--- src/rtl/fft_pkg.sv ---
// Shared FFT helpers: ceil-log2 and index bit reversal, used by every FFT stage.
// Latency: n/a (package of pure functions).
// Backpressure: n/a.
package fft_pkg;

  // Ceiling log2 for elaboration-time sizing; clog2(1) = 0.
  function automatic int clog2(input int value);
    int r;
    r = 0;
    for (int i = 0; i < 31; i++) begin
      if ((1 << i) < value) r = i + 1;
    end
    return r;
  endfunction

  // Reverse the low nbits of value; upper result bits are zero.
  function automatic logic [31:0] bitrev(input logic [31:0] value, input int nbits);
    logic [31:0] r;
    logic [31:0] v;
    r = '0;
    v = value;
    for (int i = 0; i < 32; i++) begin
      if (i < nbits) begin
        r = {r[30:0], v[0]};
        v = v >> 1;
      end
    end
    return r;
  endfunction

endpackage

--- src/rtl/fft_bitrev_reorder_if.sv ---
// Sample stream bundle between the butterfly core, the reorder stage and its consumer.
// Latency: n/a (wires only).
// Backpressure: out_hold from the consumer pauses emission; the input side has no ready.
// Ports: in_nd/in_data (input stream), out_hold (consumer pause),
//        out_nd/out_data/out_read (output stream), error (sticky overflow).
interface fft_bitrev_reorder_if #(
  parameter int WIDTH = 32
);
  logic             in_nd;
  logic [WIDTH-1:0] in_data;
  logic             out_hold;
  logic             out_nd;
  logic [WIDTH-1:0] out_data;
  logic             out_read;
  logic             error;

  // master: the environment driving samples in and consuming them out
  modport master (
    output in_nd, in_data, out_hold,
    input  out_nd, out_data, out_read, error
  );

  // slave: the reorder stage itself
  modport slave (
    input  in_nd, in_data, out_hold,
    output out_nd, out_data, out_read, error
  );
endinterface

--- src/rtl/fft_reorder_ram.sv ---
// Ping-pong sample store: DEPTH x WIDTH, one write port, one synchronous read port.
// Latency: read data appears on rd_data one cycle after rd_en; it is the stage output register.
// Backpressure: none; rd_data holds its value while rd_en is low.
// Ports: clk, rst_n (sync, active-low, clears rd_data only), wr_en/wr_addr/wr_data,
//        rd_en/rd_addr, rd_data.
module fft_reorder_ram #(
  parameter int DEPTH = 16,
  parameter int AW    = 4,
  parameter int WIDTH = 32
) (
  input  logic             clk,
  input  logic             rst_n,
  input  logic             wr_en,
  input  logic [AW-1:0]    wr_addr,
  input  logic [WIDTH-1:0] wr_data,
  input  logic             rd_en,
  input  logic [AW-1:0]    rd_addr,
  output logic [WIDTH-1:0] rd_data
);

  logic [WIDTH-1:0] mem [DEPTH];
  logic [WIDTH-1:0] rd_data_d;
  logic [WIDTH-1:0] rd_data_q;

  // Storage array has no reset; contents are undefined until written.
  always_ff @(posedge clk) begin
    if (wr_en) mem[wr_addr] <= wr_data;
  end

  always_comb begin
    rd_data_d = rd_data_q;
    if (rd_en) rd_data_d = mem[rd_addr];
  end

  always_ff @(posedge clk) begin
    if (!rst_n) rd_data_q <= '0;
    else        rd_data_q <= rd_data_d;
  end

  assign rd_data = rd_data_q;

endmodule

--- src/rtl/fft_bitrev_reorder.sv ---
// FFT output reorder: bit-reversed N-point frames in, natural-order frames out, ping-pong banks.
// Latency: first output 2 cycles after the edge capturing a frame's last sample; N cycles per frame.
// Backpressure: out_hold pauses the drain; input has no ready, so writes into a full bank drop and set sticky error.
// Ports: clk, rst_n (sync, active-low), bus (slave modport: in_nd/in_data, out_hold,
//        out_nd/out_data/out_read, error).
module fft_bitrev_reorder
  import fft_pkg::*;
#(
  parameter int N     = 8,
  parameter int WIDTH = 32
) (
  input logic                 clk,
  input logic                 rst_n,
  fft_bitrev_reorder_if.slave bus
);

  localparam int LOG_N = clog2(N);
  localparam logic [LOG_N-1:0] LAST_IDX = LOG_N'(N - 1);

  localparam logic [0:0] ST_IDLE  = 1'b0;
  localparam logic [0:0] ST_DRAIN = 1'b1;

  logic             wsel_d, wsel_q;
  logic [LOG_N-1:0] wcnt_d, wcnt_q;
  logic             rsel_d, rsel_q;
  logic [LOG_N-1:0] rcnt_d, rcnt_q;
  logic [1:0]       bank_full_d, bank_full_q;
  logic [0:0]       state_d, state_q;
  logic             out_nd_d, out_nd_q;
  logic             error_d, error_q;

  logic             drain_fire;
  logic             drain_done;
  logic [1:0]       full_eff;
  logic             wr_en;
  logic [LOG_N:0]   wr_addr;
  logic [LOG_N:0]   rd_addr;
  logic [WIDTH-1:0] rd_data;

  always_comb begin
    drain_fire = (state_q == ST_DRAIN) && !bus.out_hold;
    drain_done = drain_fire && (rcnt_q == LAST_IDX);

    // A bank whose drain finishes on this edge is already free for the writer,
    // which is what lets continuous input run without drops.
    full_eff = bank_full_q;
    if (drain_done) full_eff[rsel_q] = 1'b0;

    wr_en   = bus.in_nd && !full_eff[wsel_q];
    wr_addr = {wsel_q, LOG_N'(bitrev(32'(wcnt_q), LOG_N))};
    rd_addr = {rsel_q, rcnt_q};

    // Write side
    wsel_d      = wsel_q;
    wcnt_d      = wcnt_q;
    bank_full_d = full_eff;
    if (wr_en) begin
      if (wcnt_q == LAST_IDX) begin
        wcnt_d              = '0;
        bank_full_d[wsel_q] = 1'b1;
        wsel_d              = ~wsel_q;
      end else begin
        wcnt_d = wcnt_q + 1'b1;
      end
    end
    error_d = error_q || (bus.in_nd && full_eff[wsel_q]);

    // Read side
    state_d = state_q;
    rsel_d  = rsel_q;
    rcnt_d  = rcnt_q;
    case (state_q)
      ST_IDLE: begin
        if (bank_full_q[rsel_q]) begin
          state_d = ST_DRAIN;
          rcnt_d  = '0;
        end
      end
      ST_DRAIN: begin
        if (drain_done) begin
          rcnt_d = '0;
          rsel_d = ~rsel_q;
          // Look at the post-edge flag so a bank completing on this same edge
          // is drained without an idle bubble.
          state_d = bank_full_d[~rsel_q] ? ST_DRAIN : ST_IDLE;
        end else if (drain_fire) begin
          rcnt_d = rcnt_q + 1'b1;
        end
      end
      default: state_d = ST_IDLE;
    endcase

    out_nd_d = drain_fire;
  end

  always_ff @(posedge clk) begin
    if (!rst_n) begin
      wsel_q      <= 1'b0;
      wcnt_q      <= '0;
      rsel_q      <= 1'b0;
      rcnt_q      <= '0;
      bank_full_q <= 2'b00;
      state_q     <= ST_IDLE;
      out_nd_q    <= 1'b0;
      error_q     <= 1'b0;
    end else begin
      wsel_q      <= wsel_d;
      wcnt_q      <= wcnt_d;
      rsel_q      <= rsel_d;
      rcnt_q      <= rcnt_d;
      bank_full_q <= bank_full_d;
      state_q     <= state_d;
      out_nd_q    <= out_nd_d;
      error_q     <= error_d;
    end
  end

  fft_reorder_ram #(
    .DEPTH (2 * N),
    .AW    (LOG_N + 1),
    .WIDTH (WIDTH)
  ) u_ram (
    .clk     (clk),
    .rst_n   (rst_n),
    .wr_en   (wr_en),
    .wr_addr (wr_addr),
    .wr_data (bus.in_data),
    .rd_en   (drain_fire),
    .rd_addr (rd_addr),
    .rd_data (rd_data)
  );

  assign bus.out_nd   = out_nd_q;
  assign bus.out_read = out_nd_q;
  assign bus.out_data = rd_data;
  assign bus.error    = error_q;

endmodule

--- src/flat_wrapper.sv ---
// flat-port wrapper written by rule: the top's interface ports become plain ports
module fft_bitrev_reorder_flat import fft_pkg::*;
#(
  parameter int N     = 8,
  parameter int WIDTH = 32
)
  (clk, rst_n, bus_in_nd, bus_in_data, bus_out_hold, bus_out_nd, bus_out_data, bus_out_read, bus_error);
  fft_bitrev_reorder_if #(.WIDTH(WIDTH)) bus_i ();
  input logic clk;
  input logic rst_n;
  input wire logic [$bits(bus_i.in_nd)-1:0] bus_in_nd;
  input wire logic [$bits(bus_i.in_data)-1:0] bus_in_data;
  input wire logic [$bits(bus_i.out_hold)-1:0] bus_out_hold;
  output wire logic [$bits(bus_i.out_nd)-1:0] bus_out_nd;
  output wire logic [$bits(bus_i.out_data)-1:0] bus_out_data;
  output wire logic [$bits(bus_i.out_read)-1:0] bus_out_read;
  output wire logic [$bits(bus_i.error)-1:0] bus_error;
  assign bus_i.in_nd = bus_in_nd;
  assign bus_i.in_data = bus_in_data;
  assign bus_i.out_hold = bus_out_hold;
  assign bus_out_nd = bus_i.out_nd;
  assign bus_out_data = bus_i.out_data;
  assign bus_out_read = bus_i.out_read;
  assign bus_error = bus_i.error;
  fft_bitrev_reorder #(.N(N), .WIDTH(WIDTH)) u_core (.clk(clk), .rst_n(rst_n), .bus(bus_i));
endmodule
--- config.mk ---
export PLATFORM = sky130hd
export DESIGN_NAME = fft_bitrev_reorder_flat
export DESIGN_NICKNAME = d
export VERILOG_FILES = /design/src/rtl/fft_pkg.sv /design/src/rtl/fft_bitrev_reorder_if.sv /design/src/rtl/fft_reorder_ram.sv /design/src/rtl/fft_bitrev_reorder.sv /design/src/flat_wrapper.sv
export SDC_FILE = /design/constraint.sdc
export NUM_CORES = 1
export LEC_CHECK = 0
export CAP_MARGIN = 20
export CORE_MARGIN = 10
export CORE_UTILIZATION = 45
export DETAILED_ROUTE_END_ITERATION = 10
export PLACE_DENSITY = 0.68
export SYNTH_ARGS = -nofsm -noshare
export SYNTH_HDL_FRONTEND = slang
export SYNTH_SLANG_ARGS = --single-unit
--- constraint.sdc ---
create_clock -name clk -period 6.3 [get_ports clk]
set_input_delay 0.945 -clock clk [delete_from_list [all_inputs] [get_ports clk]]
set_output_delay 0.945 -clock clk [all_outputs]
set_load 0.02 [all_outputs]
# [Word level (Yosys, flattened, before mapping)]
# Memories as Yosys holds them, arrays and structs flattened. A register that Yosys moved wholly into a read port is not among the register bits.
# Index checks and enable logic that the tools add are counted.
[word_totals] reg_bits=13 mem_bits_rw=512 in_bits=36 output_inout_bits=35 elab_cells=63 n_memories=1
[mem_list] memory="u_core.u_ram.mem" depth=16 width=32 read_ports=1 rd_ports_with_merged_regs=1 write_ports=1 line="fft_reorder_ram.sv:21" rtl="logic [WIDTH-1:0] mem [DEPTH];"
[op_classes] addsub=2 order_cmp=5 n_eq_ne=4 muxes=24 n_bitwise=6 n_reduce_logical=13
[op_table] operator="1-bit 2-to-1 mux" n=13
[op_table] operator="3-bit 2-to-1 mux" n=4
[op_table] operator="3-bit by 1-bit adder with 3-bit output, second input constant" n=2
[op_table] operator="3-bit == test, second input constant" n=2
[op_table] operator="1-bit logical AND" n=6
[op_table] operator="1-bit by 2-bit less-than comparator with 1-bit output, second input constant" n=3
[op_table] operator="2-bit 2-to-1 mux" n=3
[op_table] operator="3-bit one-hot mux with 2 select lines" n=1
[op_table] operator="2-bit AND reduction" n=3
[op_table] operator="1-bit zero test" n=3
[op_table] operator="3-bit inequality test, second input constant" n=1
[op_table] operator="1-bit inverter" n=3
[op_table] operator="2-bit AND" n=1
[op_table] operator="1-bit demux with 1-bit select" n=2
[op_table] operator="1-bit >= comparator, second input constant" n=2
[op_table] operator="2-bit by 1-bit inequality test with 1-bit output, second input constant" n=1
[op_table] operator="2-bit inverter" n=1
[op_table] operator="2-bit bitwise OR" n=1
[op_table] operator="1-bit one-hot mux with 2 select lines" n=1
[op_table] operator="1-bit logical OR" n=1

# [Depth between registers and ports, before layout]
[depth] depth_word=17 mapped_depth=8 ltp_nobuf=6

# [Modules after synthesis]
# Synthesis repeated with hierarchy kept, for this count alone.
[unflattened] hier_cells=1299 area_unflattened_um2=21602.0
[by_module_without_submodules] module="fft_reorder_ram" instances=1 cells_each=1216 area_each_um2=20866.3 seq_area_each_um2=16015.4
[by_module_without_submodules] module="fft_bitrev_reorder" instances=1 cells_each=83 area_each_um2=735.7 seq_area_each_um2=260.2

# [Least setup slack after synthesis]
# Ideal clock, no wire load.
[synth_timing] kind="in2reg" startpoint="input port bus_out_hold" endpoint="memory u_core.u_ram.mem[12][0] (enable)" setup_time_ps=461 t_arrival_ps=3757 t_required_ps=5839 setup_slack_ps=2082 cell_stages=4 n_path_buf=0 cell_sequence="and4b_1 nand2b_1 nand4_1 nor3_1"
[synth_via] elab_chain_len=10
[synth_lines] item="start, declared" line="flat_wrapper.sv:13" rtl="input wire logic [$bits(bus_i.out_hold)-1:0] bus_out_hold;"
[synth_lines] item="1-bit zero test" line="fft_bitrev_reorder.sv:41" rtl="drain_fire = (state_q == ST_DRAIN) && !bus.out_hold;"
[synth_lines] item="1-bit logical AND" line="fft_bitrev_reorder.sv:41"
[synth_lines] item="1-bit logical AND" line="fft_bitrev_reorder.sv:42" rtl="drain_done = drain_fire && (rcnt_q == LAST_IDX);"
[synth_lines] item="2-bit 2-to-1 mux" line="fft_bitrev_reorder.sv:47" rtl="if (drain_done) full_eff[rsel_q] = 1'b0;"
[synth_lines] item="1-bit 2-to-1 mux (implied by the code) (2 in a row)" line="fft_bitrev_reorder.sv:49" rtl="wr_en = bus.in_nd && !full_eff[wsel_q];"
[synth_lines] item="1-bit zero test" line="fft_bitrev_reorder.sv:49"
[synth_lines] item="1-bit logical AND" line="fft_bitrev_reorder.sv:49"
[synth_lines] item="1-bit 2-to-1 mux" line="fft_reorder_ram.sv:27" rtl="if (wr_en) mem[wr_addr] <= wr_data;"
[synth_lines] item="1-bit 2-to-1 mux (implied by the code)" line="fft_reorder_ram.sv:27"
[synth_lines] item="end, declared" line="fft_reorder_ram.sv:21"
# No other way between the ends. The select of a mux whose other input is x is not followed.

# [Final worst setup path]
[layout_timing] startpoint="register u_core.rcnt_q[1]" endpoint="memory u_core.u_ram.mem[6][26] (enable)"
[layout_via] elab_chain_len=9
[layout_lines] item="start, declared" line="fft_bitrev_reorder.sv:26" rtl="logic [LOG_N-1:0] rcnt_d, rcnt_q;"
[layout_lines] item="start signal, assigned" line="fft_bitrev_reorder.sv:110" rtl="rcnt_q <= rcnt_d;"
[layout_lines] item="3-bit == test" line="fft_bitrev_reorder.sv:42"
[layout_lines] item="1-bit logical AND" line="fft_bitrev_reorder.sv:42"
[layout_lines] item="2-bit 2-to-1 mux" line="fft_bitrev_reorder.sv:47"
[layout_lines] item="1-bit 2-to-1 mux (implied by the code) (2 in a row)" line="fft_bitrev_reorder.sv:49"
[layout_lines] item="1-bit zero test" line="fft_bitrev_reorder.sv:49"
[layout_lines] item="1-bit logical AND" line="fft_bitrev_reorder.sv:49"
[layout_lines] item="1-bit 2-to-1 mux" line="fft_reorder_ram.sv:27"
[layout_lines] item="1-bit 2-to-1 mux (implied by the code)" line="fft_reorder_ram.sv:27"
# No other way between the ends. The select of a mux whose other input is x is not followed.

==> reports/results.ini <==
[power]
power_mw = 7.388
ir_drop_uv = 213.6
power_density_nw_per_um2 = 300.1
total_leakage_power_nw = 7.710

[worst_setup_path]
crit_family = simple AND/OR/NAND/NOR gates
critPathMaxStageDelay_ns = 0.95
cp_max_fo = 53
path_buf_inv = 1
reg2reg_from = u_core.rcnt_q[1]
crit_path_start = u_core.rcnt_q[1]
critPathCaptureType = register
arrival_ns = 4.01
slowest_stage = dfxtp_4
startpoint_type = register
cp_cell_sequence = ha_1, ha_1, nand4bb_1, a21oi_1, nand3_1, nor2_4, buf_4
cpMostUsedCell = ha_1
crit_required_ns = 6.57
critPathKind = register to register

[clocking]
cts_root_buf = clkbuf_16
postCtsSetupRepairBufs = 0
clk_pin_slew_ns = 0.06
numCtsBuffers = 55
clockBufferDepth = 3
cts_tree = done
cts_num_sinks = 557
htree_levels = 2
postCtsHoldBufs = 0
ctsResizeCount = 0
clkLatencyLatePin_ns = 0.61

[synth]
synthesis.nets = 1066
syn-instance-count = 1026
synth_area_per_cell_um2 = 20.76
yosysWarnings = 0
synthesis.area_um2 = 21300
synth_top_cells_by_count = edfxtp_1, mux2i_1, mux4_1
synthFlopType = edfxtp_1
synth_edf_count = 512
synth.most_common_cell = edfxtp_1
synth_area_leader_cell = edfxtp_1
seq_area_frac_synth_pct = 76.40
synth_cell_types = 42
ys_async_sr_fraction_pct = 0
synth-seq-cells = 557
synth.area.top_cells = edfxtp_1, mux4_1, mux4_2
yosysTopAreaCellShare_pct = 72.17

[sta]
rsz0062_at_grt = no
timing.final.crit_share_pct = 59.43
skew_ns = 0.01886
holdWs_ns = 0.4953
max_freq_ghz = 0.2671
setup_violations = 0
slew_headroom_pct = 29.05
period_needed_ns = 3.744
drv_slew = 0
setup_ws_ns = 2.556
hold_violations = 0
worstMarginPinSlew_ns = 1.062
fin_setup_tns_ns = 0

[drt]
first_pass_iters = 5
wl_per_cell_um = 24.81
routed-via-count = 10110
drt_wl_total_um = 43980
ant_nets = 0
drcViolationCount = 0
drt_iter0_markers = 817
routed_via_density = 5.700

[cells_and_area]
ff_latch_area_um2 = 16290
final_cell_area_um2 = 24620
drive_gt1_share_pct = 17.84
final_util_pct = 52.77
antenna_cells = 0
fin_nets = 1159
area_delta_synth_final_pct = 15.56
fin_cells = 1773
n_fill_cell = 3593
multi_input_area_um2 = 4793

[global_routing]
grt_pass1_wl_um = 66490
grt-ovfl-total = 0
grt_busiest_layer = met2
use_met3_pct = 3.321
grt_max_degree = 54
grtUsageMet2_pct = 26.79
grt_pass1_vias = 10600
gr-usage-all-layers_pct = 15.54
use_met1_pct = 19.43
antenna_found_initial = 0

[die]
start_util_pct = 45.66
num_rows = 79
die_area_um2 = 56440
fp.coreArea_um2 = 46650
die_width_um = 237.6
die_h_um = 237.6
pin_count = 71

[place]
port_buffers = 70
detailedPlace.worstSlack_ns = 2.463
dp_cells = 1665
place_congestion = 0.7284
placed_area_um2 = 22750
hpwl_um = 24460

[min_path]
hold_path.class = register to register
worstHoldStart = u_core.bus.error

[run_status]
outcome = finished clean

[run]
maxCapViolCount = 0

==> final timing paths <==
kind,slack (ns),to,depth (start not counted)
worst max-delay path,2.56,u_core.u_ram.mem[6][26],7
worst min register to register,0.50,u_core.bus.error,2
worst max register to register,2.56,u_core.u_ram.mem[6][26],7
worst min-delay path,0.50,u_core.bus.error,2
==> worst register-to-register path, stage by stage (launching register included) <==
cell and delay, ns:
dfxtp_4 0.95, ha_1 0.30, ha_1 0.24, nand4bb_1 0.17
a21oi_1 0.26, nand3_1 0.33, nor2_4 0.71, buf_4 0.45
==> kinds of logic after synthesis <==
logic type      count (synthesis)  share of synthesized area [%]
buf+inv                        63                          1.692
mux                           194                          15.76
simple gates                   93                          2.097
flops                         557                          76.40
fa+ha+maj                       4                         0.2349
compound gates                115                          3.812
==> cells in the final DEF (no fill, tap or decap), types with 6 or more instances in the layout <==
| cell type | Yosys | final |
|---|---|---|
| clkbuf_16 | 0 | 56 |
| nor2b_1 | 8 | 6 |
| mux4_2 | 45 | 45 |
| o21ai_0 | 30 | 30 |
| mux2_2 | 32 | 32 |
| mux4_1 | 50 | 50 |
| nor2_1 | 18 | 6 |
| clkbuf_8 | 0 | 6 |
| dfxtp_1 | 45 | 42 |
| mux2i_1 | 67 | 67 |
| buf_4 | 3 | 21 |
| clkdlybuf4s50_1 | 0 | 70 |
| nand2_1 | 39 | 39 |
| nor2_4 | 0 | 12 |
| clkinv_2 | 0 | 10 |
| nand3_1 | 6 | 6 |
| a22oi_1 | 34 | 34 |
| edfxtp_1 | 512 | 512 |
| clkbuf_1 | 34 | 20 |
| a221oi_1 | 31 | 31 |
==> registers in the layout, summed over array words and instances, names as in the netlist <==
register	cells
u_core.bank_full_q	2
u_core.bus.error	1
u_core.bus.out_nd	1
u_core.rcnt_q	3
u_core.rsel_q	1
u_core.state_q	1
u_core.u_ram.mem	512
u_core.u_ram.rd_data	32
u_core.wcnt_q	3
u_core.wsel_q	1
==> report_power, final <==
group | leakage (nW) | internal, mW | total, mW | switching, mW
clock network | 0.860 | 1.84 | 3.17 | 1.33
registers | 4.99 | 4.07 | 4.08 | 0.00998
logic | 1.86 | 0.0445 | 0.137 | 0.0927
total | 7.71 | 5.95 | 7.39 | 1.44
==> per-layer routing <==
layer,vias up,part of all wire [%]
met1,5284,41
met2,279,51
met3,67,5.7
li1,4476,-
met5,-,0
met4,0,2.2
==> cell type report <==
cell class	count	share of cell area, %
Clock buffer	82	6.333
Clock inverter	22	0.8284
Inverter	2	0.03049
Multi-Input combinational cell	406	19.47
Sequential cell	557	66.16
Tap cell	607	3.085
Timing Repair Buffer	97	4.096
Power figures use the tool's default switching activity.
